`config.mk`:
```
export PLATFORM = sky130hd
export DESIGN_NAME = regfile_arbiter_flat
export DESIGN_NICKNAME = d
export VERILOG_FILES = /design/src/rtl/regfile_arb_pkg.sv /design/src/rtl/regfile_arbiter_if.sv /design/src/rtl/arb2_picker.sv /design/src/rtl/regfile_arbiter.sv /design/src/flat_wrapper.sv
export SDC_FILE = /design/constraint.sdc
export NUM_CORES = 1
export LEC_CHECK = 0
export CAP_MARGIN = 20
export CORE_ASPECT_RATIO = 0.7
export CORE_UTILIZATION = 25
export DETAILED_ROUTE_END_ITERATION = 16
export PLACE_DENSITY = 0.59
export RECOVER_POWER = 50
export SLEW_MARGIN = 10
export SYNTH_ARGS = -nofsm -noshare
export SYNTH_HDL_FRONTEND = slang
export SYNTH_SLANG_ARGS = --single-unit
export TNS_END_PERCENT = 1
```
`constraint.sdc`:
```
create_clock -name clk -period 2.3 [get_ports clk]
set_input_delay 0.575 -clock clk [delete_from_list [all_inputs] [get_ports clk]]
set_output_delay 0.575 -clock clk [all_outputs]
set_load 0.005 [all_outputs]
```
`src/rtl/regfile_arb_pkg.sv`:
```
// Shared types and constants for the register-file access arbiter.
package regfile_arb_pkg;

    localparam int DATA_W_DEF = 16;
    localparam int ADDR_W_DEF = 4;

    typedef enum logic [1:0] {
        ST_ARB   = 2'd0,
        ST_ISSUE = 2'd1,
        ST_CLEAR = 2'd2
    } arb_state_e;

    localparam logic REQ_CPU = 1'b0;
    localparam logic REQ_LCD = 1'b1;

endpackage

```
`src/rtl/regfile_arbiter_if.sv`:
```
// Requester, clear and register-file port bundle for regfile_arbiter.
interface regfile_arbiter_if
    import regfile_arb_pkg::*;
#(
    parameter int DATA_W = DATA_W_DEF,
    parameter int ADDR_W = ADDR_W_DEF
);
    logic              cpu_req;
    logic              cpu_we;
    logic [ADDR_W-1:0] cpu_addr;
    logic [DATA_W-1:0] cpu_wdata;
    logic              cpu_gnt;
    logic              cpu_rvalid;
    logic [DATA_W-1:0] cpu_rdata;
    logic              lcd_req;
    logic [ADDR_W-1:0] lcd_addr;
    logic              lcd_gnt;
    logic              lcd_rvalid;
    logic [DATA_W-1:0] lcd_rdata;
    logic              clear_req;
    logic              clear_busy;
    logic              clear_done;
    logic [ADDR_W-1:0] mem_addr;
    logic              mem_we;
    logic [DATA_W-1:0] mem_wdata;
    logic [DATA_W-1:0] mem_rdata;

    modport master (
        output cpu_req, cpu_we, cpu_addr, cpu_wdata,
        output lcd_req, lcd_addr, clear_req, mem_rdata,
        input  cpu_gnt, cpu_rvalid, cpu_rdata,
        input  lcd_gnt, lcd_rvalid, lcd_rdata,
        input  clear_busy, clear_done, mem_addr, mem_we, mem_wdata
    );

    modport slave (
        input  cpu_req, cpu_we, cpu_addr, cpu_wdata,
        input  lcd_req, lcd_addr, clear_req, mem_rdata,
        output cpu_gnt, cpu_rvalid, cpu_rdata,
        output lcd_gnt, lcd_rvalid, lcd_rdata,
        output clear_busy, clear_done, mem_addr, mem_we, mem_wdata
    );

endinterface

```
`src/rtl/arb2_picker.sv`:
```
// Two-way winner select. REGFILE_ARB_RR_EN selects round-robin on contention
// (rr_ptr names the requester holding priority); otherwise CPU beats LCD.
module arb2_picker
    import regfile_arb_pkg::*;
(
`ifdef REGFILE_ARB_RR_EN
    input  logic rr_ptr,
`endif
    input  logic cpu_req,
    input  logic lcd_req,
    output logic req_valid,
    output logic winner
);

    // Winner select; only a double request consults the priority scheme
    always_comb begin
        req_valid = cpu_req | lcd_req;
        winner    = REQ_CPU;
        if (cpu_req && lcd_req) begin
`ifdef REGFILE_ARB_RR_EN
            winner = rr_ptr;
`else
            winner = REQ_CPU;
`endif
        end else if (lcd_req) begin
            winner = REQ_LCD;
        end else begin
            winner = REQ_CPU;
        end
    end

endmodule

```
`src/rtl/regfile_arbiter.sv`:
```
// Serialises CPU, LCD and clear-sweep accesses onto the single register-file port.
// Optional macro REGFILE_ARB_RR_EN: round-robin on CPU/LCD contention.
module regfile_arbiter
    import regfile_arb_pkg::*;
(
    input  logic             clk,
    input  logic             reset_n,
    regfile_arbiter_if.slave bus
);

    localparam int ADDR_W = ADDR_W_DEF;
    localparam int DATA_W = DATA_W_DEF;
    localparam int DEPTH  = 2 ** ADDR_W;
    localparam logic [ADDR_W-1:0] CLR_LAST = ADDR_W'(DEPTH - 1);

    arb_state_e        state_r,      state_nx_s;
    logic              pending_r,    pending_nx_s;
    logic [ADDR_W-1:0] clr_addr_r,   clr_addr_nx_s;
    logic              rd1_vld_r,    rd1_vld_nx_s;
    logic              rd1_who_r,    rd1_who_nx_s;
    logic              rd2_vld_r,    rd2_vld_nx_s;
    logic              rd2_who_r,    rd2_who_nx_s;
    logic              cpu_gnt_r,    cpu_gnt_nx_s;
    logic              lcd_gnt_r,    lcd_gnt_nx_s;
    logic              cpu_rvalid_r, cpu_rvalid_nx_s;
    logic              lcd_rvalid_r, lcd_rvalid_nx_s;
    logic [DATA_W-1:0] cpu_rdata_r,  cpu_rdata_nx_s;
    logic [DATA_W-1:0] lcd_rdata_r,  lcd_rdata_nx_s;
    logic [ADDR_W-1:0] mem_addr_r,   mem_addr_nx_s;
    logic              mem_we_r,     mem_we_nx_s;
    logic [DATA_W-1:0] mem_wdata_r,  mem_wdata_nx_s;
    logic              clear_busy_r, clear_busy_nx_s;
    logic              clear_done_r, clear_done_nx_s;
    logic              req_valid_s;
    logic              winner_s;
`ifdef REGFILE_ARB_RR_EN
    logic              rr_ptr_r,     rr_ptr_nx_s;
`endif

    arb2_picker u_picker (
`ifdef REGFILE_ARB_RR_EN
        .rr_ptr    (rr_ptr_r),
`endif
        .cpu_req   (bus.cpu_req),
        .lcd_req   (bus.lcd_req),
        .req_valid (req_valid_s),
        .winner    (winner_s)
    );

    // Next-state and next-output logic for the ARB/ISSUE/CLEAR sequencer
    always_comb begin
        state_nx_s      = state_r;
        clr_addr_nx_s   = clr_addr_r;
        rd1_vld_nx_s    = 1'b0;
        rd1_who_nx_s    = rd1_who_r;
        cpu_gnt_nx_s    = 1'b0;
        lcd_gnt_nx_s    = 1'b0;
        mem_addr_nx_s   = {ADDR_W{1'b0}};
        mem_we_nx_s     = 1'b0;
        mem_wdata_nx_s  = {DATA_W{1'b0}};
        clear_busy_nx_s = 1'b0;
        clear_done_nx_s = 1'b0;
`ifdef REGFILE_ARB_RR_EN
        rr_ptr_nx_s     = rr_ptr_r;
`endif
        if (bus.clear_req && (state_r != ST_CLEAR)) begin
            pending_nx_s = 1'b1;
        end else begin
            pending_nx_s = pending_r;
        end

        case (state_r)
            ST_ARB: begin
                // A clear_req seen this edge starts the sweep without an extra ARB cycle
                if (pending_r || bus.clear_req) begin
                    state_nx_s      = ST_CLEAR;
                    clr_addr_nx_s   = {ADDR_W{1'b0}};
                    mem_we_nx_s     = 1'b1;
                    clear_busy_nx_s = 1'b1;
                end else if (req_valid_s) begin
                    state_nx_s   = ST_ISSUE;
                    rd1_who_nx_s = winner_s;
`ifdef REGFILE_ARB_RR_EN
                    rr_ptr_nx_s  = ~winner_s;
`endif
                    if (winner_s == REQ_LCD) begin
                        lcd_gnt_nx_s  = 1'b1;
                        mem_addr_nx_s = bus.lcd_addr;
                        rd1_vld_nx_s  = 1'b1;
                    end else begin
                        cpu_gnt_nx_s   = 1'b1;
                        mem_addr_nx_s  = bus.cpu_addr;
                        mem_we_nx_s    = bus.cpu_we;
                        mem_wdata_nx_s = bus.cpu_we ? bus.cpu_wdata : {DATA_W{1'b0}};
                        rd1_vld_nx_s   = ~bus.cpu_we;
                    end
                end else begin
                    state_nx_s = ST_ARB;
                end
            end
            ST_ISSUE: begin
                state_nx_s = ST_ARB;
            end
            ST_CLEAR: begin
                if (clr_addr_r == CLR_LAST) begin
                    state_nx_s      = ST_ARB;
                    clr_addr_nx_s   = {ADDR_W{1'b0}};
                    pending_nx_s    = 1'b0;
                    clear_done_nx_s = 1'b1;
                end else begin
                    clr_addr_nx_s   = clr_addr_r + ADDR_W'(1);
                    mem_addr_nx_s   = clr_addr_r + ADDR_W'(1);
                    mem_we_nx_s     = 1'b1;
                    clear_busy_nx_s = 1'b1;
                end
            end
            default: begin
                state_nx_s = ST_ARB;
            end
        endcase
    end

    // Read-return pipeline: data arrives the cycle after ISSUE, presented one later
    always_comb begin
        rd2_vld_nx_s    = rd1_vld_r;
        rd2_who_nx_s    = rd1_who_r;
        cpu_rvalid_nx_s = rd2_vld_r && (rd2_who_r == REQ_CPU);
        lcd_rvalid_nx_s = rd2_vld_r && (rd2_who_r == REQ_LCD);
        if (cpu_rvalid_nx_s) begin
            cpu_rdata_nx_s = bus.mem_rdata;
        end else begin
            cpu_rdata_nx_s = cpu_rdata_r;
        end
        if (lcd_rvalid_nx_s) begin
            lcd_rdata_nx_s = bus.mem_rdata;
        end else begin
            lcd_rdata_nx_s = lcd_rdata_r;
        end
    end

    // State, bookkeeping and output registers
    always_ff @(posedge clk or negedge reset_n) begin
        if (!reset_n) begin
            state_r      <= ST_ARB;
            pending_r    <= 1'b0;
            clr_addr_r   <= {ADDR_W{1'b0}};
            rd1_vld_r    <= 1'b0;
            rd1_who_r    <= 1'b0;
            rd2_vld_r    <= 1'b0;
            rd2_who_r    <= 1'b0;
            cpu_gnt_r    <= 1'b0;
            lcd_gnt_r    <= 1'b0;
            cpu_rvalid_r <= 1'b0;
            lcd_rvalid_r <= 1'b0;
            cpu_rdata_r  <= {DATA_W{1'b0}};
            lcd_rdata_r  <= {DATA_W{1'b0}};
            mem_addr_r   <= {ADDR_W{1'b0}};
            mem_we_r     <= 1'b0;
            mem_wdata_r  <= {DATA_W{1'b0}};
            clear_busy_r <= 1'b0;
            clear_done_r <= 1'b0;
`ifdef REGFILE_ARB_RR_EN
            rr_ptr_r     <= REQ_CPU;
`endif
        end else begin
            state_r      <= state_nx_s;
            pending_r    <= pending_nx_s;
            clr_addr_r   <= clr_addr_nx_s;
            rd1_vld_r    <= rd1_vld_nx_s;
            rd1_who_r    <= rd1_who_nx_s;
            rd2_vld_r    <= rd2_vld_nx_s;
            rd2_who_r    <= rd2_who_nx_s;
            cpu_gnt_r    <= cpu_gnt_nx_s;
            lcd_gnt_r    <= lcd_gnt_nx_s;
            cpu_rvalid_r <= cpu_rvalid_nx_s;
            lcd_rvalid_r <= lcd_rvalid_nx_s;
            cpu_rdata_r  <= cpu_rdata_nx_s;
            lcd_rdata_r  <= lcd_rdata_nx_s;
            mem_addr_r   <= mem_addr_nx_s;
            mem_we_r     <= mem_we_nx_s;
            mem_wdata_r  <= mem_wdata_nx_s;
            clear_busy_r <= clear_busy_nx_s;
            clear_done_r <= clear_done_nx_s;
`ifdef REGFILE_ARB_RR_EN
            rr_ptr_r     <= rr_ptr_nx_s;
`endif
        end
    end

    assign bus.cpu_gnt    = cpu_gnt_r;
    assign bus.lcd_gnt    = lcd_gnt_r;
    assign bus.cpu_rvalid = cpu_rvalid_r;
    assign bus.lcd_rvalid = lcd_rvalid_r;
    assign bus.cpu_rdata  = cpu_rdata_r;
    assign bus.lcd_rdata  = lcd_rdata_r;
    assign bus.mem_addr   = mem_addr_r;
    assign bus.mem_we     = mem_we_r;
    assign bus.mem_wdata  = mem_wdata_r;
    assign bus.clear_busy = clear_busy_r;
    assign bus.clear_done = clear_done_r;

endmodule

```
`src/flat_wrapper.sv`:
```
// flat-port wrapper written by rule: the top's interface ports become plain ports
module regfile_arbiter_flat import regfile_arb_pkg::*;
  (clk, reset_n, bus_cpu_req, bus_cpu_we, bus_cpu_addr, bus_cpu_wdata, bus_lcd_req, bus_lcd_addr, bus_clear_req, bus_mem_rdata, bus_cpu_gnt, bus_cpu_rvalid, bus_cpu_rdata, bus_lcd_gnt, bus_lcd_rvalid, bus_lcd_rdata, bus_clear_busy, bus_clear_done, bus_mem_addr, bus_mem_we, bus_mem_wdata);
  regfile_arbiter_if bus_i ();
  input  logic clk;
  input  logic reset_n;
  input wire logic [$bits(bus_i.cpu_req)-1:0] bus_cpu_req;
  input wire logic [$bits(bus_i.cpu_we)-1:0] bus_cpu_we;
  input wire logic [$bits(bus_i.cpu_addr)-1:0] bus_cpu_addr;
  input wire logic [$bits(bus_i.cpu_wdata)-1:0] bus_cpu_wdata;
  input wire logic [$bits(bus_i.lcd_req)-1:0] bus_lcd_req;
  input wire logic [$bits(bus_i.lcd_addr)-1:0] bus_lcd_addr;
  input wire logic [$bits(bus_i.clear_req)-1:0] bus_clear_req;
  input wire logic [$bits(bus_i.mem_rdata)-1:0] bus_mem_rdata;
  output wire logic [$bits(bus_i.cpu_gnt)-1:0] bus_cpu_gnt;
  output wire logic [$bits(bus_i.cpu_rvalid)-1:0] bus_cpu_rvalid;
  output wire logic [$bits(bus_i.cpu_rdata)-1:0] bus_cpu_rdata;
  output wire logic [$bits(bus_i.lcd_gnt)-1:0] bus_lcd_gnt;
  output wire logic [$bits(bus_i.lcd_rvalid)-1:0] bus_lcd_rvalid;
  output wire logic [$bits(bus_i.lcd_rdata)-1:0] bus_lcd_rdata;
  output wire logic [$bits(bus_i.clear_busy)-1:0] bus_clear_busy;
  output wire logic [$bits(bus_i.clear_done)-1:0] bus_clear_done;
  output wire logic [$bits(bus_i.mem_addr)-1:0] bus_mem_addr;
  output wire logic [$bits(bus_i.mem_we)-1:0] bus_mem_we;
  output wire logic [$bits(bus_i.mem_wdata)-1:0] bus_mem_wdata;
  assign bus_i.cpu_req = bus_cpu_req;
  assign bus_i.cpu_we = bus_cpu_we;
  assign bus_i.cpu_addr = bus_cpu_addr;
  assign bus_i.cpu_wdata = bus_cpu_wdata;
  assign bus_i.lcd_req = bus_lcd_req;
  assign bus_i.lcd_addr = bus_lcd_addr;
  assign bus_i.clear_req = bus_clear_req;
  assign bus_i.mem_rdata = bus_mem_rdata;
  assign bus_cpu_gnt = bus_i.cpu_gnt;
  assign bus_cpu_rvalid = bus_i.cpu_rvalid;
  assign bus_cpu_rdata = bus_i.cpu_rdata;
  assign bus_lcd_gnt = bus_i.lcd_gnt;
  assign bus_lcd_rvalid = bus_i.lcd_rvalid;
  assign bus_lcd_rdata = bus_i.lcd_rdata;
  assign bus_clear_busy = bus_i.clear_busy;
  assign bus_clear_done = bus_i.clear_done;
  assign bus_mem_addr = bus_i.mem_addr;
  assign bus_mem_we = bus_i.mem_we;
  assign bus_mem_wdata = bus_i.mem_wdata;
  regfile_arbiter u_core (.clk(clk), .reset_n(reset_n), .bus(bus_i));
endmodule
```
==> results.md <==
- Layout cells sized above 1: 16.8%
- Fillcell total: 938
- Max-Cap Viols: 1
- Initial antenna violation count: 0
- Hold Fails Final Rpt: 0
- CP max FO: 16
- Cell family with most CP delay: simple AND/OR/NAND/NOR gates
- Final setup viols: 0
- Fin crit share: 86.7%
- Synth area leaders: dfrtp_1 69%, mux2_2 14%, and2_1 4.4%
- #FFs+latches synth: 70
- Ant diodes: 0
- R2r setup slk: 0.55 ns
- Setup ws final: 0.306 ns
- Initial Util: 26.0%
- Relative slew slack: 0.644%
- Max VDD drop: 0.309 mV
- CTS tree: done
- Clock Power Share: 31.6%
- Worst hold slack: 0.349 ns
- Mapped cell area: 2540 um^2
- Initial DRT Pass Iterations: 3
- Placer Congestion: 0.741
- Vias: 1717
- Num rows: 30
- Crit path arrival time: 2.26 ns
- # Post-CTS Setup Buffers: 0
- DR vias/cell: 4.10
- Power share of the sequential group: 40.1%
- Outcome: finished, violations left
- Comb power frac: 28.3%
- P per Cell Area: 1140 nW/um^2
- Final-report max-slew violation count: 0
- Class of the worst hold path: flip-flop to flip-flop
- First-pass GRT wire length: 9050 um
- GRT overflow: 0
- Yosys top cell area share: 68.9%
- Synth unique cells: 27
- Chip width: 123 um
- Drt drc: 0
- CTS Buf Count: 9
- Highest clock rate: 0.501 GHz
- Post-CTS Hold Buffers: 0
- Dominant cell type by area after synthesis: dfrtp_1
- Critical path class: primary input to flip-flop
- Clock slew at reported path FFs: 0.05 ns
- Setup Skew: 0.00477 ns
- Yosys warns: 0
- Syn Nets: 221
- Setup crit end kind: flip-flop
- Vias in the first global route: 1821
- Final Power: 4.60 mW
- RSZ-0062 raised after global routing: no
- Syn Inst Count: 174
- Number of port buffers: 104
- Avg Inst Size Synth: 14.6 um^2
- Initial DRC Count: 46
- Pin count of the biggest net entering global routing: 45
- Final core occ: 41.3%
- Chip Height: 86.4 um
- Tmin final: 1.99 ns
- Startpoint Class: primary input
- Failing checks: capacitance limit
- Num Clock Sinks: 70
- Ports: 105
- CTS root buf: clkbuf_16
- Net Sw Frac: 23.8%
- GRT Overall Usage: 11.6%
- Sequential cell area: 1750 um^2
- Post-synthesis sequential area ratio: 68.9%
- Detailed-route wire length: 5630 um
- Place WS: 0.0733 ns
- Core ar.: 9800 um^2
- Post-DP HPWL: 4130 um
- Final ANT Viol Nets: 0
- CP Cell Sequence: dlygate4sd3_1, or4_1, nor2_8, and2_1
- Slew @ Worst Pin: 1.49 ns
- CP peak stage delay: 0.68 ns
- Final setup TNS: 0 ns
- Area grow syn2layout: 59.1%
- Crit path required time: 2.56 ns
- Post-CTS resize count: 0
- Die area: 10600 um^2
- Nets: 333
- DR WL/cell: 13.4 um
- Clk_lat worst skew: 0.32 ns
- CP max stage cell: or4_1
- H-tree levels: 3
- LEAKAGE: 1.77 nW
- Clock Path Buffers: 2
- Area of the multi-input gates: 743 um^2
- Internal Dissipation: 3.50 mW
- WP buf/inv: 1
- Psw: 1.10 mW
## Yosys cell counts (all sizes together)
| cell | n |
|---|---|
| dfrtp | 70 |
| mux2 | 32 |
| and2 | 18 |
| nor2 | 10 |
| nand2 | 6 |
| a22oi | 4 |
| buf | 4 |
| o21ai | 4 |
| inv | 3 |
| o22ai | 3 |
| a21oi | 2 |
| clkbuf | 2 |
| nand2b | 2 |
| nand3 | 2 |
| nor2b | 2 |
| o2bb2ai | 2 |
| a211oi | 1 |
| ha | 1 |
| nor3 | 1 |
| nor4 | 1 |
| or2 | 1 |
| or4 | 1 |
| xnor2 | 1 |
| xor2 | 1 |
## metrics by stage
step / cells / cell area [um^2]
floorplan: 174 / 2540
global placement: 403 / 3740
detailed placement: 403 / 3740
CTS: 419 / 4050
global route: 419 / 4050
finish: 419 / 4050
## kinds of logic (layout without fill, tap and decap cells)
logic type      Yosys count  in the layout  synth area share [%]
fa+ha+maj                 1              1                 0.492
mux                      32             32                  14.2
simple gates             44             44                  9.79
buf+inv                   9            126                  1.87
compound gates           16             16                  4.09
xor+xnor                  2              2                 0.689
flops                    70             70                  68.9
## state kept, by name (all words and copies together) (netlist names), 2 cells and up
register / flops
u_core.bus.mem_wdata: 16
u_core.state_r: 2
u_core.clr_addr_r: 4
u_core.bus.mem_addr: 4
u_core.bus.cpu_rdata: 16
u_core.bus.lcd_rdata: 16
## final timing paths
path                                            start                             endpoint  cells past startpoint
setup / recovery                        bus_clear_req    u_core.bus.mem_wdata[6]$_DFF_PN0_                      4
hold / removal             u_core.rd1_vld_r$_DFF_PN0_           u_core.rd2_vld_r$_DFF_PN0_                      0
setup reg to reg           u_core.rd2_who_r$_DFF_PN0_  u_core.bus.cpu_rdata[6]$_DFFE_PN0P_                      3
hold reg to reg            u_core.rd1_vld_r$_DFF_PN0_           u_core.rd2_vld_r$_DFF_PN0_                      0
max in group asynchronous                     reset_n     u_core.clr_addr_r[3]$_DFFE_PN0P_                      2
min in group asynchronous                     reset_n    u_core.bus.mem_wdata[1]$_DFF_PN0_                      1
## routing by layer
metal	vias to the layer above	track usage, %	share of wire [%]	routed length, um
met4	0	4.66	1.4	80
met2	77	17.0	43	2430
met1	818	14.1	44	2500
li1	813	-	-	-
met3	9	6.38	11	624
met5	-	0	0	0
## worst register-to-register path, cell delays in order, from the launching register on
cell and delay [ns]:
dfrtp_1 0.34, nand2b_1 0.27, clkbuf_1 0.60, mux2_2 0.41
## power by group through the flow
stage                     clock network, mW  logic, mW  registers [mW]
after detailed placement                  0       1.33            1.86
after CTS                              1.50       1.33            1.85
after global routing                   1.56       1.43            1.90
after floorplan                           0      0.445            1.87
after global placement                    0       1.31            1.85
final                                  1.45       1.30            1.84
## final cells by class
type / instances / area share, %
clock buffer: 12 / 6.09
clock inverter: 4 / 1.73
inverter: 3 / 0.278
multi-input combinational: 95 / 18.4
sequential: 70 / 43.3
tap: 128 / 3.96
timing repair buffer: 107 / 26.3
## layout by cell type (no fill, tap or decap), types with 2 or more instances in the layout
master,count
nand2_1,6
clkbuf_1,5
clkbuf_16,9
nor2_1,9
and2_1,17
clkdlybuf4s50_1,102
inv_1,3
bufinv_16,2
o2bb2ai_1,2
o22ai_1,3
mux2_2,32
nor2b_1,2
nand3_1,2
nand2b_1,2
a21oi_1,2
dfrtp_1,70
clkinv_2,2
o21ai_0,4
a22oi_1,4
Power figures use the tool's default switching activity.
